File: src/rtl/craft_pkg.sv
// Shared types, constants and helpers for the CRAFT tweakey stream: tweak
// permutation Q, round-constant LFSR steps and the elaboration-time RC lookup.
package craft_pkg;

  typedef enum logic [0:0] {StIdle, StRun} state_e;

  localparam int QTab [16] = '{12, 10, 15, 5, 14, 8, 9, 2, 11, 3, 7, 4, 6, 0, 1, 13};

  localparam logic [3:0] RcInitA = 4'h1;
  localparam logic [2:0] RcInitB = 3'h1;

  // Nibble i (0 = most significant) sits at bits [nib_lo(i) +: 4].
  function automatic int nib_lo(int i);
    return 60 - 4 * i;
  endfunction

  function automatic logic [63:0] q_perm(logic [63:0] t);
    logic [63:0] r;
    r = '0;
    for (int i = 0; i < 16; i++) begin
      r[nib_lo(i) +: 4] = t[nib_lo(QTab[i]) +: 4];
    end
    return r;
  endfunction

  function automatic logic [3:0] lfsr_a_fwd(logic [3:0] a);
    return {a[1] ^ a[0], a[3:1]};
  endfunction

  function automatic logic [2:0] lfsr_b_fwd(logic [2:0] b);
    return {b[1] ^ b[0], b[2:1]};
  endfunction

  function automatic logic [3:0] lfsr_a_inv(logic [3:0] a);
    return {a[2:0], a[3] ^ a[0]};
  endfunction

  function automatic logic [2:0] lfsr_b_inv(logic [2:0] b);
    return {b[1:0], b[2] ^ b[0]};
  endfunction

  // {a, b} after n forward steps from the initial state.
  function automatic logic [6:0] rc_after(int unsigned n);
    logic [3:0] a;
    logic [2:0] b;
    a = RcInitA;
    b = RcInitB;
    for (int unsigned i = 0; i < n; i++) begin
      a = lfsr_a_fwd(a);
      b = lfsr_b_fwd(b);
    end
    return {a, b};
  endfunction

endpackage

File: src/rtl/craft_rc_lfsr.sv
// Bidirectional round-constant LFSR pair. dir=1 starts from round NR-1 and
// steps backwards; the *_next outputs feed the next round's tweakey.
module craft_rc_lfsr
  import craft_pkg::*;
#(
  parameter int unsigned NR = 32
) (
  input  logic       clk,
  input  logic       rst_n,
  input  logic       load,
  input  logic       step,
  input  logic       dir,
  output logic [3:0] a_first,
  output logic [2:0] b_first,
  output logic [3:0] a_next,
  output logic [2:0] b_next
);

  localparam logic [6:0] RcLast = rc_after(NR - 1);

  logic [3:0] a_q;
  logic [2:0] b_q;

  assign a_first = dir ? RcLast[6:3] : RcInitA;
  assign b_first = dir ? RcLast[2:0] : RcInitB;
  assign a_next  = dir ? lfsr_a_inv(a_q) : lfsr_a_fwd(a_q);
  assign b_next  = dir ? lfsr_b_inv(b_q) : lfsr_b_fwd(b_q);

  always_ff @(posedge clk or negedge rst_n) begin
    if (!rst_n) begin
      a_q <= RcInitA;
      b_q <= RcInitB;
    end else if (load) begin
      a_q <= a_first;
      b_q <= b_first;
    end else if (step) begin
      a_q <= a_next;
      b_q <= b_next;
    end
  end

endmodule

File: src/rtl/craft_tweakey_stream.sv
// Generates every CRAFT round tweakey (round constant folded in) and streams
// it DW bits per beat, MSB digit first, over a valid/ready interface.
module craft_tweakey_stream
  import craft_pkg::*;
#(
  parameter int unsigned DW = 4,
  parameter int unsigned NR = 32
) (
  input  logic           clk,
  input  logic           rst_n,
  input  logic           start,
  input  logic           dec,
  input  logic [127:0]   key,
  input  logic [63:0]    tweak,
  output logic           in_ready,
  output logic [DW-1:0]  out_digit,
  output logic           out_valid,
  input  logic           out_ready,
  output logic [7:0]     out_round,
  output logic           out_last,
  output logic           busy,
  output logic           done
);

  localparam int unsigned Beats     = 64 / DW;
  localparam logic [4:0]  BeatLast  = 5'(Beats - 1);
  localparam logic [7:0]  RoundLast = 8'(NR - 1);

  state_e        state_q;
  logic [63:0]   shreg_q;
  logic [4:0]    beat_q;
  logic [7:0]    round_q;
  logic [127:0]  key_q;
  logic [63:0]   tweak_q;
  logic          dec_q;
  logic          done_q;

  logic          idle, last_beat, last_round, step;
  logic [7:0]    round_first, round_nxt;
  logic [3:0]    a_first, a_next;
  logic [2:0]    b_first, b_next;
  logic [63:0]   tk_first, tk_next;

  function automatic logic [63:0] tk_mux(logic [127:0] k, logic [63:0] t, logic [1:0] rm,
                                         logic [3:0] a, logic [2:0] b);
    logic [63:0] x;
    x = (rm[0] ? k[63:0] : k[127:64]) ^ (rm[1] ? q_perm(t) : t);
    x[47:44] = x[47:44] ^ a;
    x[43:40] = x[43:40] ^ {1'b0, b};
    return x;
  endfunction

  assign idle        = (state_q == StIdle);
  assign last_beat   = (beat_q == BeatLast);
  assign last_round  = dec_q ? (round_q == 8'd0) : (round_q == RoundLast);
  assign round_first = dec ? RoundLast : 8'd0;
  assign round_nxt   = dec_q ? round_q - 8'd1 : round_q + 8'd1;
  assign step        = !idle && out_ready && last_beat && !last_round;

  craft_rc_lfsr #(
    .NR (NR)
  ) u_rc (
    .clk     (clk),
    .rst_n   (rst_n),
    .load    (idle && start),
    .step    (step),
    .dir     (idle ? dec : dec_q),
    .a_first (a_first),
    .b_first (b_first),
    .a_next  (a_next),
    .b_next  (b_next)
  );

  // First round comes straight from the ports; later rounds from latched inputs.
  assign tk_first = tk_mux(key, tweak, round_first[1:0], a_first, b_first);
  assign tk_next  = tk_mux(key_q, tweak_q, round_nxt[1:0], a_next, b_next);

  always_ff @(posedge clk or negedge rst_n) begin
    if (!rst_n) begin
      state_q <= StIdle;
      shreg_q <= '0;
      beat_q  <= '0;
      round_q <= '0;
      key_q   <= '0;
      tweak_q <= '0;
      dec_q   <= 1'b0;
      done_q  <= 1'b0;
    end else begin
      done_q <= 1'b0;
      unique case (state_q)
        StIdle: begin
          if (start) begin
            key_q   <= key;
            tweak_q <= tweak;
            dec_q   <= dec;
            shreg_q <= tk_first;
            beat_q  <= '0;
            round_q <= round_first;
            state_q <= StRun;
          end
        end
        StRun: begin
          if (out_ready) begin
            if (!last_beat) begin
              beat_q  <= beat_q + 5'd1;
              shreg_q <= shreg_q << DW;
            end else if (last_round) begin
              beat_q  <= '0;
              shreg_q <= shreg_q << DW;
              state_q <= StIdle;
              done_q  <= 1'b1;
            end else begin
              beat_q  <= '0;
              round_q <= round_nxt;
              shreg_q <= tk_next;
            end
          end
        end
        default: state_q <= StIdle;
      endcase
    end
  end

  assign in_ready  = idle;
  assign out_valid = !idle;
  assign busy      = !idle;
  assign out_digit = shreg_q[63 -: DW];
  assign out_round = round_q;
  assign out_last  = !idle && last_beat;
  assign done      = done_q;

endmodule

File: config.mk
export PLATFORM = sky130hd
export DESIGN_NAME = craft_tweakey_stream
export DESIGN_NICKNAME = d
export VERILOG_FILES = /design/src/rtl/craft_pkg.sv /design/src/rtl/craft_rc_lfsr.sv /design/src/rtl/craft_tweakey_stream.sv
export SDC_FILE = /design/constraint.sdc
export NUM_CORES = 1
export LEC_CHECK = 0
export BUFFER_PORTS_ARGS = -buffer_cell sky130_fd_sc_hd__buf_2
export CORE_ASPECT_RATIO = 1.25
export CORE_MARGIN = 10
export CORE_UTILIZATION = 50
export CTS_BUF_LIST = sky130_fd_sc_hd__clkbuf_2
export DETAILED_ROUTE_END_ITERATION = 10
export GPL_TIMING_DRIVEN = 0
export PLACE_DENSITY_LB_ADDON = 0.08
export SLEW_MARGIN = 10
export SYNTH_ARGS = -nofsm -noshare
export SYNTH_HDL_FRONTEND = slang
export SYNTH_SLANG_ARGS = --single-unit
File: constraint.sdc
create_clock -name clk -period 4.9 [get_ports clk]
set_input_delay 0.49 -clock clk [delete_from_list [all_inputs] [get_ports clk]]
set_output_delay 0.49 -clock clk [all_outputs]
set_load 0.005 [all_outputs]
* Word-level counts from Yosys, hierarchy flattened
Cells that the tools add are included.
Storage, ports and cells: input bits 197, register bits 279, logic and storage cells 80, output and inout port bits 17
Cells by class: muxes and demuxes 39, bitwise operators 11, add/sub/neg operators 3, reduce and logical (&&, ||, !) cells 11, equality and inequality tests 6
Operator list (count):
- 64-bit 2-to-1 mux | 8
- 64-bit case mux with 2 select lines | 1
- 64-bit bitwise XOR | 2
- 8-bit 2-to-1 mux | 5
- 5-bit 2-to-1 mux | 4
- 4-bit 2-to-1 mux | 4
- 8-bit case mux with 2 select lines | 1
- 3-bit 2-to-1 mux | 4
- 1-bit 2-to-1 mux | 10
- 5-bit case mux with 2 select lines | 1
- 8-bit by 1-bit adder with 8-bit output, second input constant | 1
- 8-bit by 5-bit == test with 1-bit output, second input constant | 1
- 8-bit logical NOT | 1
- 8-bit by 1-bit subtractor with 8-bit output, second input constant | 1
- 4-bit by 3-bit bitwise XOR with 4-bit output | 2
- 4-bit bitwise XOR | 2
- 2-bit inequality test, second input constant | 3
- 5-bit by 1-bit adder with 5-bit output, second input constant | 1
- 5-bit by 4-bit == test with 1-bit output, second input constant | 1
- 1-bit logical AND | 5
- 2-bit AND reduction | 2
- 4-bit AND reduction | 1
- 1-bit bitwise XOR | 4
- 2-bit by 1-bit inequality test with 1-bit output, second input constant | 1
- other kinds (4) | 4

* Longest topological paths before layout
depth after elaboration 9, mapped depth 10, mapped depth without buffers 7

* Modules after synthesis
From an unflattened synthesis, not the netlist that was laid out.
Second synthesis, totals: cells, all modules 1765, area total of the unflattened synthesis 15750.1 sq um
By module, submodules not included:
- craft_tweakey_stream | area each 15264.6 sq um, times used 1, cells an instance 1710
- craft_rc_lfsr | area each 485.5 sq um, times used 1, cells an instance 55

* Worst setup path before layout
Ideal clock, no wire load.
path kind reg-to-reg, from reg round_q[0] (netlist: out_round[0]), to reg shreg_q[10], path buffers 4, required time 4823 ps, data arrival time 2389 ps, setup slack 2435 ps, stages on the path, launching flop included 11, cells stage by stage dfrtp_1 > buf_6 > buf_2 > inv_1 > fa_1 > buf_2 > buf_2 > mux2i_1 > xor2_1 > mux2i_1 > o21ai_1
On the way: word-level cells in the longest chain between the ends 8, elaborated cells between the ends (all ways) 13, classes of those cells 2 x add/sub; 1 x eq/ne; 8 x mux; 1 x bitwise; 1 x reduce/logical
RTL lines:
- from (decl) | line craft_tweakey_stream.sv:32 | logic [7:0] round_q;
- from (signal assigned) | line craft_tweakey_stream.sv:98 | round_q <= round_first;
- from (signal assigned) | line craft_tweakey_stream.sv:114 | round_q <= round_nxt;
- 8-bit by 1-bit adder with 8-bit output / 8-bit by 1-bit subtractor with 8-bit output (equally long branches) | line craft_tweakey_stream.sv:57 | assign round_nxt = dec_q ? round_q - 8'd1 : round_q + 8'd1;
- 8-bit 2-to-1 mux | line craft_tweakey_stream.sv:57
- 64-bit 2-to-1 mux | line craft_tweakey_stream.sv:47 | x = (rm[0] ? k[63:0] : k[127:64]) ^ (rm[1] ? q_perm(t) : t);
- 64-bit bitwise XOR | line craft_tweakey_stream.sv:47
- 64-bit 2-to-1 mux (*) | line craft_tweakey_stream.sv:107 | end else if (last_round) begin
- 64-bit 2-to-1 mux (*) | line craft_tweakey_stream.sv:104 | if (!last_beat) begin
- 64-bit 2-to-1 mux (*) | line craft_tweakey_stream.sv:103 | if (out_ready) begin
- 64-bit case mux with 2 select lines (*) | line craft_tweakey_stream.sv:90 | unique case (state_q)
- to (signal assigned) | line craft_tweakey_stream.sv:96 | shreg_q <= tk_first;
- to (signal assigned) | line craft_tweakey_stream.sv:106 | shreg_q <= shreg_q << DW;
- to (signal assigned) | line craft_tweakey_stream.sv:109 | shreg_q <= shreg_q << DW;
- to (decl) | line craft_tweakey_stream.sv:30 | logic [63:0] shreg_q;
Mark *: on every way between the ends. The rest lies on a longest branch, timed or not. The select of a mux whose other input is x is not followed. A chain may end at the register's enable or synchronous reset.

* Worst setup path after layout
from reg round_q[0] (netlist: out_round[0]), to reg shreg_q[35]
Same word-level chain as after synthesis.

==> results.sh <==
export IMPL_hp_start="out_ready"
export IMPL_crit_fanout=10
export IMPL_rr_worst_depth=10
export IMPL_numCtsBuffers=74
export IMPL_multi_input_area_um2=8064
export IMPL_drive_above_1_share=0.1732
export IMPL_io_pins=214
export IMPL_cts_sinks=279
export IMPL_synth_warnings=0
export IMPL_outcome="completed"
export IMPL_fin_crit_sh=0.6615
export IMPL_whs_endpoint="beat_q[1]"
export IMPL_crit_arrival_ns=3.96
export IMPL_async_flop_share=1.000
export IMPL_cp_num_buf_inv=5
export IMPL_tns_ns=0
export IMPL_synth_edff_count=0
export IMPL_cts_max_level=3
export IMPL_path_clk_slew_ns=0.12
export IMPL_post_cts_resized=0
export IMPL_drtIter0Drc=1249
export IMPL_critPathKind="reg2reg"
export IMPL_dpl_hpwl_mm=42.56
export IMPL_finalWirelength_mm=58.97
export IMPL_fmax_ghz=0.3085
export IMPL_holdPathStages=4
export IMPL_fin_crit_ns=3.241
export IMPL_utilization=0.6415
export IMPL_stdcell_area_um2=19880
export IMPL_start_util=0.5065
export IMPL_dp_worst_setup_slack_ns=1.674
export IMPL_die_area_um2=38920
export IMPL_cts_tree="yes"
export IMPL_cp_top_family="buffers and inverters"
export IMPL_synth_nets=1953
export IMPL_ys_seq_elements=279
export IMPL_endpoint_kind="register"
export IMPL_rows=72
export IMPL_avgSynthCellArea_um2=8.980
export IMPL_grt_antenna_before_repair=1
export IMPL_cpPeakStageDelay_ns=0.61
export IMPL_hold_viol=0
export IMPL_slew_limit_headroom=0.4248
export IMPL_io_buffer_count=212
export IMPL_holdWs_ns=0.1770
export IMPL_die_w_um=178.5
export IMPL_clockRootBuffer="clkbuf_2"
export IMPL_skew_ns=0.09758
export IMPL_via_per_inst=5.452
export IMPL_rsz0062_at_grt="no"
export IMPL_die_h_um=218.1
export IMPL_fin_ws_ns=1.659
export IMPL_worstPathRequired_ns=5.62
export IMPL_drc=0
export IMPL_leakagePower_nw=9.790
export IMPL_synthToLayoutAreaGrowth_pct=26.66
export IMPL_setup_violations=0
export IMPL_grt_total_usage=0.3025
export IMPL_cts_setup_buffers=0
export IMPL_ys_types=51
export IMPL_hold_class="in2reg"
export IMPL_power_density_nw_per_um2=342.5
export IMPL_regToRegSetupSlack_ns=1.66
export IMPL_avgRoutedWirePerCell_um=21.94
export IMPL_cts_path_max_buffers=3
export IMPL_first_global_vias=15182
export IMPL_dpl_instance_area_um2=17330
export IMPL_place_gp_congestion=0.9517
export IMPL_crit_top_cell="buf_2"
export IMPL_r2r_start="out_round[0]"
export IMPL_path_cells="buf_6 > buf_2 > inv_1 > fa_1 > buf_2 > buf_2 > mux2i_1 > xor2_1 > mux2i_1 > o21ai_1"
export IMPL_insertion_delay_ns=0.91
export IMPL_fill_cells=2693
export IMPL_num_vias=14654
export IMPL_cp_start_kind="register"
export IMPL_final_nets=2437
export IMPL_regToRegEndpoint="shreg_q[35]"
export IMPL_ys_seq_area_frac=0.4450
export IMPL_first_pass_iters=7
export IMPL_maxSlewViolCount=0
export IMPL_core_area_um2=30990
export IMPL_grt_pass1_wl_mm=89.32
export IMPL_overflow=0
export IMPL_peakVddDrop_v=0.0001595
export IMPL_ys_flop_type="dfrtp_1"
export IMPL_synthesis_area_um2=15700
export IMPL_critPathSlowestCell="fa_1"
export IMPL_register_area_um2=6984
export IMPL_ant_nets=0
export IMPL_syn_inst=1748
export IMPL_maxCapViolations=0
export IMPL_grt_max_degree=100
export IMPL_worst_slew_pin_slew_ns=0.8628
==> where the power goes <==
group | switching [mW] | internal (mW) | leakage, nW
Clock | 1.02 | 0.580 | 0.486
Combinational | 1.32 | 1.08 | 5.72
Sequential | 0.239 | 2.58 | 3.59
==> synth_stat cells (3+ instances only) <==
master / n / area [µm²]
a211oi_1: 66 / 495.5
a21o_1: 4 / 30.03
a21oi_1: 63 / 315.3
a221o_1: 3 / 30.03
a31oi_1: 9 / 56.30
buf_1: 18 / 67.56
buf_12: 5 / 100.1
buf_2: 30 / 150.1
buf_4: 10 / 75.07
buf_6: 6 / 67.56
clkbuf_1: 44 / 165.2
dfrtp_1: 277 / 6932
ha_1: 7 / 87.58
inv_1: 6 / 22.52
mux2i_1: 189 / 1892
nand2_1: 601 / 2256
nand3_1: 7 / 35.03
nor2_1: 77 / 289.0
nor3_1: 7 / 35.03
o21ai_0: 20 / 100.1
o21ai_1: 53 / 265.3
o22ai_1: 4 / 25.02
xnor2_1: 80 / 700.7
xor2_1: 126 / 1104
==> tightest hold or removal path: stages <==
cell and delay (ns):
buf_2 0.09, and2_1 0.11, buf_2 0.19, a32o_1 0.18
==> state kept, by name, summed over array words and instances (netlist names) <==
name       cells
done           1
out_round      8
dec_q          1
tweak_q       64
key_q        128
beat_q         5
u_rc.a_q       4
busy           1
shreg_q       64
u_rc.b_q       3
==> repair_timing <==
action / in CTS / in global routing
setup endpoints to repair: 0 / 0
hold buffers: 194 / 0
endpoints found under the hold margin: 289 / 0
==> worst max path at each step <==
stage | cells after the start | to | from
after floorplan | 10 | shreg_q[10] | out_round[0]
after global placement | 1 | key_q[81] | rst_n
after detailed placement | 10 | shreg_q[35] | out_round[0]
after CTS | 10 | shreg_q[17] | out_round[0]
after global routing | 10 | shreg_q[38] | out_round[0]
final | 10 | shreg_q[35] | out_round[0]
==> metal layers <==
metal	up-vias	global-route usage	part of all wire
met5	-	0	0
met1	7016	0.3653	0.39
li1	6793	-	-
met2	673	0.4947	0.48
met4	0	0.1670	0.057
met3	172	0.06262	0.078
==> metrics by stage <==
| stage | instances | total power, mW |
|---|---|---|
| CTS | 2687 | 6.825 |
| floorplan | 1748 | 4.372 |
| global placement | 2367 | 5.061 |
| detailed placement | 2369 | 5.110 |
| global route | 2688 | 7.190 |
| finish | 2688 | 6.809 |
==> cell usage in the layout (no fill, tap or decap), types with 44 or more instances in the layout <==
master and n:
o21ai_1 53, a211oi_1 66, clkbuf_2 108, nand2_1 601
dfrtp_1 277, mux2i_1 189, dlygate4sd3_1 194, a21oi_1 63
xor2_1 126, nor2_1 77, clkbuf_1 44, buf_2 241
xnor2_1 80
==> final cells by class <==
| type | instances | area share |
|---|---|---|
| antenna | 1 | 0.0001259 |
| buffer | 113 | 0.03147 |
| clock buffer | 108 | 0.02719 |
| clock inverter | 16 | 0.003210 |
| inverter | 6 | 0.001133 |
| multi-input combinational | 1350 | 0.4056 |
| sequential | 279 | 0.3513 |
| tap | 407 | 0.02562 |
| timing repair buffer | 408 | 0.1543 |
==> kinds of logic after synthesis <==
group                    Yosys count  synth area share
AND/OR/NAND/NOR                  708            0.1762
buffers and inverters            119           0.04129
AO/OA/AOI/OAI                    237           0.09382
XOR/XNOR                         206            0.1149
multiplexers                     191            0.1220
adder cells (fa/ha/maj)            8          0.006855
flip-flops                       279            0.4450
No activity file was read; power rests on OpenSTA's default activity.
